<file path="config.mk">
export PLATFORM = sky130hd
export DESIGN_NAME = gin_id_scan_config_ctrl
export DESIGN_NICKNAME = d
export VERILOG_FILES = /design/src/rtl/gin_id_scan_config_ctrl.sv
export SDC_FILE = /design/constraint.sdc
export NUM_CORES = 1
export LEC_CHECK = 0
export ABC_AREA = 0
export CAP_MARGIN = 20
export CORE_AREA = 4 4 81 121
export CTS_BUF_LIST = sky130_fd_sc_hd__clkbuf_4 sky130_fd_sc_hd__clkbuf_8
export DETAILED_ROUTE_END_ITERATION = 8
export DIE_AREA = 0 0 85 125
export PLACE_DENSITY = 0.74
export SYNTH_ARGS = -nofsm -noshare
export SYNTH_HDL_FRONTEND = slang
export SYNTH_SLANG_ARGS = --single-unit
export TNS_END_PERCENT = 20
</file>
<file path="constraint.sdc">
create_clock -name clk -period 5.96 [get_ports clk]
set_input_delay 1.192 -clock clk [delete_from_list [all_inputs] [get_ports clk]]
set_output_delay 1.192 -clock clk [all_outputs]
set_load 0.01 [all_outputs]
</file>
<file path="src/rtl/gin_id_scan_config_ctrl.sv">
// GIN row/column ID scan-chain loader.
// Holds off GIN traffic, waits for the network to drain, then shifts config words
// into the ID chain LSB first while capturing the old chain contents as readback words.
module gin_id_scan_config_ctrl #(
  parameter int ROW_TAG_WIDTH  = 4,
  parameter int COL_TAG_WIDTH  = 4,
  parameter int NUM_OF_ROWS    = 12,
  parameter int NUM_OF_COLS    = 14,
  parameter int CFG_WORD_WIDTH = 32
) (
  input  logic                      clk,
  input  logic                      reset,
  input  logic                      start,
  input  logic                      abort,
  input  logic                      gin_idle,
  output logic                      gin_hold,
  output logic                      busy,
  output logic                      done,
  input  logic [CFG_WORD_WIDTH-1:0] cfg_data,
  input  logic                      cfg_valid,
  output logic                      cfg_ready,
  output logic [CFG_WORD_WIDTH-1:0] rb_data,
  output logic                      rb_valid,
  input  logic                      rb_ready,
  output logic                      se_id,
  output logic                      si_id,
  input  logic                      so_id
);

  localparam int CHAIN_LEN = NUM_OF_ROWS*ROW_TAG_WIDTH + NUM_OF_ROWS*NUM_OF_COLS*COL_TAG_WIDTH;
  localparam int NUM_WORDS = (CHAIN_LEN + CFG_WORD_WIDTH - 1) / CFG_WORD_WIDTH;
  localparam int LAST_BITS = CHAIN_LEN - (NUM_WORDS-1)*CFG_WORD_WIDTH;
  localparam int BIT_W     = (CFG_WORD_WIDTH > 1) ? $clog2(CFG_WORD_WIDTH) : 1;
  localparam int WORD_W    = (NUM_WORDS > 1) ? $clog2(NUM_WORDS) : 1;

  localparam logic [BIT_W-1:0]  FULL_IDX  = BIT_W'(CFG_WORD_WIDTH - 1);
  localparam logic [BIT_W-1:0]  LAST_IDX  = BIT_W'(LAST_BITS - 1);
  localparam logic [WORD_W-1:0] LAST_WORD = WORD_W'(NUM_WORDS - 1);

  typedef enum logic [2:0] {S_IDLE, S_DRAIN, S_LOAD, S_SHIFT, S_RB, S_DONE} state_t;

  state_t                    state, state_nxt;
  logic [CFG_WORD_WIDTH-1:0] sreg;
  logic [CFG_WORD_WIDTH-1:0] rb_sreg;
  logic [BIT_W-1:0]          bit_idx;
  logic [BIT_W-1:0]          last_idx;   // nbits-1 for the word being shifted
  logic [WORD_W-1:0]         word_cnt;
  logic                      last_bit;

  assign last_bit = (bit_idx == last_idx);
  assign rb_data  = rb_sreg;

  // State register; abort is folded into next-state so it wins everywhere.
  always_ff @(posedge clk or posedge reset) begin
    if (reset) state <= S_IDLE;
    else       state <= state_nxt;
  end

  // Next-state and state-decoded handshake/status outputs.
  always_comb begin
    state_nxt = state;
    busy      = (state != S_IDLE);
    gin_hold  = (state != S_IDLE);
    cfg_ready = (state == S_LOAD);
    rb_valid  = (state == S_RB);
    done      = (state == S_DONE);
    case (state)
      S_IDLE:  if (start)     state_nxt = S_DRAIN;
      S_DRAIN: if (gin_idle)  state_nxt = S_LOAD;
      S_LOAD:  if (cfg_valid) state_nxt = S_SHIFT;
      S_SHIFT: if (last_bit)  state_nxt = S_RB;
      S_RB:    if (rb_ready)  state_nxt = (word_cnt == LAST_WORD) ? S_DONE : S_LOAD;
      S_DONE:  state_nxt = S_IDLE;
      default: state_nxt = S_IDLE;
    endcase
    if (abort) state_nxt = S_IDLE;
  end

  // Shift datapath: se_id/si_id are registered so se_id is high for exactly the
  // SHIFT cycles, and si_id always presents the next unshifted config bit.
  always_ff @(posedge clk or posedge reset) begin
    if (reset) begin
      sreg     <= '0;
      rb_sreg  <= '0;
      bit_idx  <= '0;
      last_idx <= '0;
      word_cnt <= '0;
      se_id    <= 1'b0;
      si_id    <= 1'b0;
    end else if (abort) begin
      bit_idx  <= '0;
      word_cnt <= '0;
      se_id    <= 1'b0;
      si_id    <= 1'b0;
    end else begin
      case (state)
        S_LOAD: if (cfg_valid) begin
          sreg     <= cfg_data >> 1;
          si_id    <= cfg_data[0];
          se_id    <= 1'b1;
          bit_idx  <= '0;
          rb_sreg  <= '0;   // unused upper bits of a short word read back as 0
          last_idx <= (word_cnt == LAST_WORD) ? LAST_IDX : FULL_IDX;
        end
        S_SHIFT: begin
          rb_sreg[bit_idx] <= so_id;
          if (last_bit) begin
            se_id <= 1'b0;
            si_id <= 1'b0;
          end else begin
            si_id   <= sreg[0];
            sreg    <= sreg >> 1;
            bit_idx <= bit_idx + 1'b1;
          end
        end
        S_RB: if (rb_ready && word_cnt != LAST_WORD) word_cnt <= word_cnt + 1'b1;
        S_DONE: word_cnt <= '0;
        default: ;
      endcase
    end
  end

endmodule

</file>
==> results of run 1 <==
==> kinds of logic after synthesis <==
logic type / count (synthesis) / synth area share
and+or+nand+nor: 103 / 0.128
AOI/OAI and AO/OA: 89 / 0.126
DFF: 80 / 0.463
muxes: 78 / 0.223
buffers and inverters: 38 / 0.0411
adders and majority gates: 6 / 0.0174
xor gates and xnor gates: 1 / 0.00203
==> synthesized netlist by cell type, types with 2 or more instances <==
master    instances  area share
or3_1             2      0.0029
o31ai_1           3      0.0052
a21boi_0          3      0.0052
mux2i_1          19       0.044
nor3b_1           3      0.0052
ha_1              6       0.017
or4_1             2      0.0035
a31oi_1           5      0.0072
nand2b_1          4      0.0058
a21oi_1          25       0.029
nor2b_1           2      0.0029
nor4b_1           3      0.0061
nor2_1            9      0.0078
o21ai_0          37       0.043
dfrtp_1          80        0.46
and3_1            2      0.0029
inv_1            10      0.0087
nand3_1          25       0.029
mux2_2           30       0.078
nor3_1            3      0.0035
clkbuf_1         21       0.018
buf_6             4       0.010
nand2_1          33       0.029
nand4b_1          2      0.0041
nand3b_1          4      0.0069
mux2_4           29        0.10
and3b_1           2      0.0041
==> state kept, by name (all words and copies together), names as in the netlist <==
| register | cells |
|---|---|
| rb_data | 32 |
| word_cnt | 5 |
| last_idx | 2 |
| bit_idx | 5 |
| sreg | 31 |
| si_id | 1 |
| state | 3 |
| se_id | 1 |
==> worst max path at each step <==
stage	startpoint	end	slack [ns]	cells past startpoint
final	abort	sreg[0]	2.24	5
after global routing	abort	sreg[0]	2.10	5
after CTS	abort	sreg[11]	2.25	5
after detailed placement	abort	sreg[11]	1.87	5
after global placement	abort	sreg[10]	1.93	5
after floorplan	reset	bit_idx[0]	2.72	1
==> metrics by stage <==
stage	util	setup slack (ns)	instance area [sq um]	power, W
floorplan	-	2.72	4320	0.00112
global placement	0.584	1.93	5120	0.00123
detailed placement	0.584	1.87	5120	0.00125
CTS	0.604	2.25	5300	0.00162
global route	0.604	2.10	5300	0.00170
finish	0.604	2.24	5300	0.00160
==> layout make-up <==
type / count / share of cell area
flip-flops and latches: 80 / 0.378
inverters: 10 / 0.00708
repair buffers: 81 / 0.152
multi-input cells: 277 / 0.404
clock buffers: 12 / 0.0300
well taps: 110 / 0.0260
clock inverters: 3 / 0.00331
==> placed cells by master, fill, tap and decap left out, types with 5 or more instances in the layout <==
cell             synthesis  routed
nand2_1                 33      33
mux2_4                  29      29
mux2_2                  30      30
clkbuf_8                 0      11
a31oi_1                  5       5
a21oi_1                 25      25
inv_1                   10       9
o21ai_0                 37      37
dfrtp_1                 80      80
mux2i_1                 19      19
ha_1                     6       6
clkdlybuf4s50_1          0      78
nand3_1                 25      25
nor2_1                   9       9
==> per-layer routing <==
| metal | wire length (um) | GRT usage | vias up |
|---|---|---|---|
| met1 | 4260 | 0.258 | 1634 |
| li1 | - | - | 1550 |
| met4 | 213 | 0.0792 | 0 |
| met2 | 5000 | 0.317 | 116 |
| met3 | 609 | 0.0474 | 17 |
| met5 | 0 | 0 | - |
==> where the power goes <==
| part | switching [W] | leakage [nW] | internal (W) |
|---|---|---|---|
| Clock | 0.000191 | 0.0917 | 0.000175 |
| Combinational | 0.000193 | 1.17 | 0.000288 |
| Sequential | 0.0000940 | 1.06 | 0.000662 |
==> worst max-delay path, stage by stage <==
cell and delay (ns):
clkdlybuf4s50_1 0.63, or3_1 0.70, a31oi_4 0.66, buf_4 0.42, mux2_4 0.33
==> flow_metrics.env, run 1 <==
export IMPL_status="finished clean"
export IMPL_numPlacedInstances=558
export IMPL_ys_types=54
export IMPL_io_buffers=78
export IMPL_die_h_um=125
export IMPL_h_tree_depth=3
export IMPL_synth_cells=395
export IMPL_grt_max_degree=48
export IMPL_routed_wl_um=10100
export IMPL_synth_edff_count=0
export IMPL_cts_root_buffer="clkbuf_8"
export IMPL_core_sq_um=8780
export IMPL_grt_antenna_before_repair=0
export IMPL_seq_area_sq_um=2000
export IMPL_synthArstFlopShare=1.00
export IMPL_fillCellCount=737
export IMPL_cts_sinks=80
export IMPL_worstPathArrival_ns=3.96
export IMPL_cellLeakagePower_nw=2.32
export IMPL_setup_tns_ns=0
export IMPL_ys_flop_type="dfrtp_1"
export IMPL_hold_path_class="flop to flop"
export IMPL_track_usage=0.198
export IMPL_vdd_ir_drop_max_uv=228
export IMPL_wire_per_inst_um=17.6
export IMPL_cts_tree="yes"
export IMPL_syn2layout_area_growth_pct=22.6
export IMPL_fp_dieW_um=85
export IMPL_grt_pass1_vias=3411
export IMPL_drv_slew=0
export IMPL_multi_input_area_sq_um=2140
export IMPL_cts_resized=0
export IMPL_period_share=0.625
export IMPL_std_cell_rows=42
export IMPL_antennaDiodeCount=0
export IMPL_slew_headroom=0.332
export IMPL_ys_ff_latch=80
export IMPL_grt_overflow=0
export IMPL_clkTransAtPathRegs_ns=0.07
export IMPL_fin_nets=505
export IMPL_clock_latency_ns=0.36
export IMPL_cts_buffers_inserted=9
export IMPL_powerDensity_nw_per_um2=303
export IMPL_place_congestion=0.867
export IMPL_required_ns=6.20
export IMPL_rr_endpoint="sreg[0]"
export IMPL_cts_setup_buffers=0
export IMPL_netlist_area_sq_um=4320
export IMPL_path_class="primary input to flop"
export IMPL_holdPathEnd="sreg[29]"
export IMPL_maxCapViolations=0
export IMPL_reg2reg_setup_slack_ns=2.88
export IMPL_dp_hpwl_um=7100
export IMPL_syn_num_nets=441
export IMPL_end_kind="flop"
export IMPL_setup_viol=0
export IMPL_tightest_slew_ns=0.997
export IMPL_rsz0062_at_grt="false"
export IMPL_grt_pass1_wl_um=17200
export IMPL_fmax_mhz=269
export IMPL_drive_above_1_share=0.181
export IMPL_reg2reg_depth=5
export IMPL_vias_per_cell=5.79
export IMPL_holdWs_ns=0.508
export IMPL_hold_violations=0
export IMPL_fin_cells=573
export IMPL_crit_path_start_kind="primary input"
export IMPL_skew_ns=0.00975
export IMPL_drt_iter0_markers=232
export IMPL_fin_crit_ns=3.72
export IMPL_worstHoldStart="sreg[29]"
export IMPL_yosys_warnings=0
export IMPL_worstReg2RegStart="state[0]"
export IMPL_drc=0
export IMPL_start_util=0.493
export IMPL_vias=3317
export IMPL_worstHoldPathCells=1
export IMPL_ys_seq_area_frac=0.463
export IMPL_critPathMaxFanout=16
export IMPL_ant_nets=0
export IMPL_clock_path_buffers=2
export IMPL_ctsHoldBuffers=0
export IMPL_io_pins=79
export IMPL_drtPass1Iterations=5
export IMPL_synth_area_per_cell_sq_um=10.9
export IMPL_die_area_sq_um=10600
Power figures use the tool's default switching activity.
==> run 2, diff against run 1 <==
--- a/config.mk
+++ b/config.mk
@@ -7,11 +7,11 @@
 export LEC_CHECK = 0
 export ABC_AREA = 0
 export CAP_MARGIN = 20
-export CORE_AREA = 4 4 81 121
+export CORE_AREA = 4 4 82 123
 export CTS_BUF_LIST = sky130_fd_sc_hd__clkbuf_4 sky130_fd_sc_hd__clkbuf_8
 export DETAILED_ROUTE_END_ITERATION = 8
-export DIE_AREA = 0 0 85 125
-export PLACE_DENSITY = 0.74
+export DIE_AREA = 0 0 86 127
+export PLACE_DENSITY = 0.75
 export SYNTH_ARGS = -nofsm -noshare
 export SYNTH_HDL_FRONTEND = slang
 export SYNTH_SLANG_ARGS = --single-unit
==> constraint.sdc (replaced) <==
create_clock -name clk -period 3.4 [get_ports clk]
set_input_delay 0.68 -clock clk [delete_from_list [all_inputs] [get_ports clk]]
set_output_delay 0.68 -clock clk [all_outputs]
set_load 0.01 [all_outputs]
==> run 2 against run 1 <==
Total power up 75%. Cell count up 1.0%. Core utilization down 1.7 points. Combinational power up 81%. Sequential share of layout area down 0.28 points. Clock power up 73%. Sequential cell count unchanged. Worst setup slack worse by 1.7 ns.
==> flow_metrics.env, run 2 (same netlist as run 1, synthesis figures left out) <==
export IMPL_fin_nets=509
export IMPL_place_congestion=0.855
export IMPL_layout_commonest_cell="dfrtp_1"
export IMPL_worstReg2RegStart="state[2]"
export IMPL_seqPwrFrac=0.463
export IMPL_cts_buffers_inserted=9
export IMPL_reg2reg_depth=5
export IMPL_fin_crit_ns=2.88
export IMPL_slew_headroom=0.498
export IMPL_die_area_sq_um=10900
export IMPL_track_usage=0.190
export IMPL_vias_per_cell=5.62
export IMPL_internal_power_w=0.00196
export IMPL_clock_latency_ns=0.36
export IMPL_critPathMaxStageDelay_ns=0.67
export IMPL_worstHoldStart="last_idx[4]"
export IMPL_ant_nets=0
export IMPL_holdPathEnd="last_idx[4]"
export IMPL_reg2reg_setup_slack_ns=1.03
export IMPL_std_cell_rows=43
export IMPL_setup_tns_ns=0
export IMPL_h_tree_depth=3
export IMPL_powerDensity_nw_per_um2=526
export IMPL_drive_above_1_share=0.188
export IMPL_cts_sinks=80
export IMPL_fp_dieW_um=86
export IMPL_maxCapViolations=0
export IMPL_ctsHoldBuffers=0
export IMPL_drt_iter0_markers=210
export IMPL_tightest_slew_ns=0.751
export IMPL_antennaDiodeCount=0
export IMPL_hold_path_class="flop to flop"
export IMPL_period_share=0.848
export IMPL_drtPass1Iterations=4
export IMPL_routed_wl_um=9980
export IMPL_cts_resized=0
export IMPL_wire_per_inst_um=17.2
export IMPL_skew_ns=0.00769
export IMPL_drc=0
export IMPL_grt_max_degree=47
export IMPL_io_buffers=78
export IMPL_swShare=0.302
export IMPL_slowest_stage="clkdlybuf4s50_1"
export IMPL_setup_ws_ns=0.516
export IMPL_die_h_um=127
export IMPL_drv_slew=0
export IMPL_dp_hpwl_um=6950
export IMPL_worstPathArrival_ns=2.20
export IMPL_grt_pass1_vias=3430
export IMPL_vdd_ir_drop_max_uv=292
export IMPL_clkPwrFrac=0.226
export IMPL_pre_cts_ws_ns=0.545
export IMPL_end_kind="output pin"
export IMPL_largest_reg_flops=32
export IMPL_worstHoldPathCells=2
export IMPL_required_ns=2.72
export IMPL_clkTransAtPathRegs_ns=0.08
export IMPL_core_sq_um=9090
export IMPL_cts_tree="yes"
export IMPL_cts_root_buffer="clkbuf_8"
export IMPL_combPwrFrac=0.311
export IMPL_rsz0062_at_grt="false"
export IMPL_cts_setup_buffers=0
export IMPL_syn2layout_area_growth_pct=23.5
export IMPL_grt_pass1_wl_um=16800
export IMPL_layout_common_cells="dfrtp_1 (80), clkdlybuf4s50_1 (78), o21ai_0 (37)"
export IMPL_fmax_mhz=347
export IMPL_setup_viol=0
export IMPL_status="finished clean"
export IMPL_start_util=0.475
export IMPL_critPathMaxFanout=13
export IMPL_vias=3253
export IMPL_rr_endpoint="sreg[29]"
export IMPL_crit_path_cell_trace="nor3b_1 > clkdlybuf4s50_1"
export IMPL_io_pins=79
export IMPL_path_class="flop to output pin"
export IMPL_grt_overflow=0
export IMPL_clock_path_buffers=2
export IMPL_grt_antenna_before_repair=0
export IMPL_hold_violations=0
export IMPL_power_net_switching_w=0.000849
export IMPL_cellLeakagePower_nw=2.32
export IMPL_crit_path_start_kind="flop"
[run 2: cell count changes in the layout (fill, tap and decap cells not counted), sizes merged]
cell / delta
clkinvlp: +2
buf: +4
clkinv: -1
clkbuf: -1
[run 2: routing by layer]
layer / vias to the layer above / track usage / part of all wire
met5: - / 0 / 0
met3: 17 / 0.0381 / 0.045
met1: 1583 / 0.251 / 0.45
met4: 0 / 0.0764 / 0.023
met2: 95 / 0.304 / 0.49
li1: 1558 / - / -
[run 2: worst max path at each step]
stage	startpoint	to	slack (ns)	cells after the start
floorplan	reset	bit_idx[0]	0.67	1
global placement	cfg_valid	sreg[29]	0.59	6
detailed placement	cfg_valid	sreg[29]	0.54	6
CTS	state[1]	rb_valid	0.58	2
global route	state[2]	rb_valid	0.43	2
finish	state[2]	rb_valid	0.52	2
[run 2: critical path: cells and delay by family, from the launching register on]
family,cells,cell delay (ns)
buf+inv,1,0.67
simple gates,1,0.64
flops,1,0.54
[run 2: power by group through the flow]
stage          registers [W]  logic, W  clock network, W
2_1_floorplan        0.00126  0.000705                 0
3_3_place_gp         0.00132  0.000843                 0
3_5_place_dp         0.00132  0.000874                 0
4_1_cts              0.00130  0.000880          0.000642
5_1_grt              0.00134  0.000953          0.000683
6_report             0.00130  0.000873          0.000634
[run 2: through the flow]
step | area [sq um] | total power [W] | utilization | cells | hold slack (ns)
3_5_place_dp | 5170 | 0.00219 | 0.569 | 564 | 0.486
4_1_cts | 5340 | 0.00282 | 0.587 | 579 | 0.506
2_1_floorplan | 4320 | 0.00197 | - | 395 | 0.457
3_3_place_gp | 5170 | 0.00216 | 0.569 | 564 | 0.483
5_1_grt | 5340 | 0.00297 | 0.587 | 579 | 0.525
6_report | 5340 | 0.00281 | 0.587 | 579 | 0.503
[run 2: layout make-up]
| class | instances | area [sq um] |
|---|---|---|
| multi-input combinational | 277 | 2140 |
| clock inverter | 4 | 31.3 |
| sequential | 80 | 2000 |
| fill | 781 | 3750 |
| tap | 112 | 140 |
| inverter | 10 | 38.8 |
| clock buffer | 11 | 139 |
| timing repair buffer | 85 | 846 |
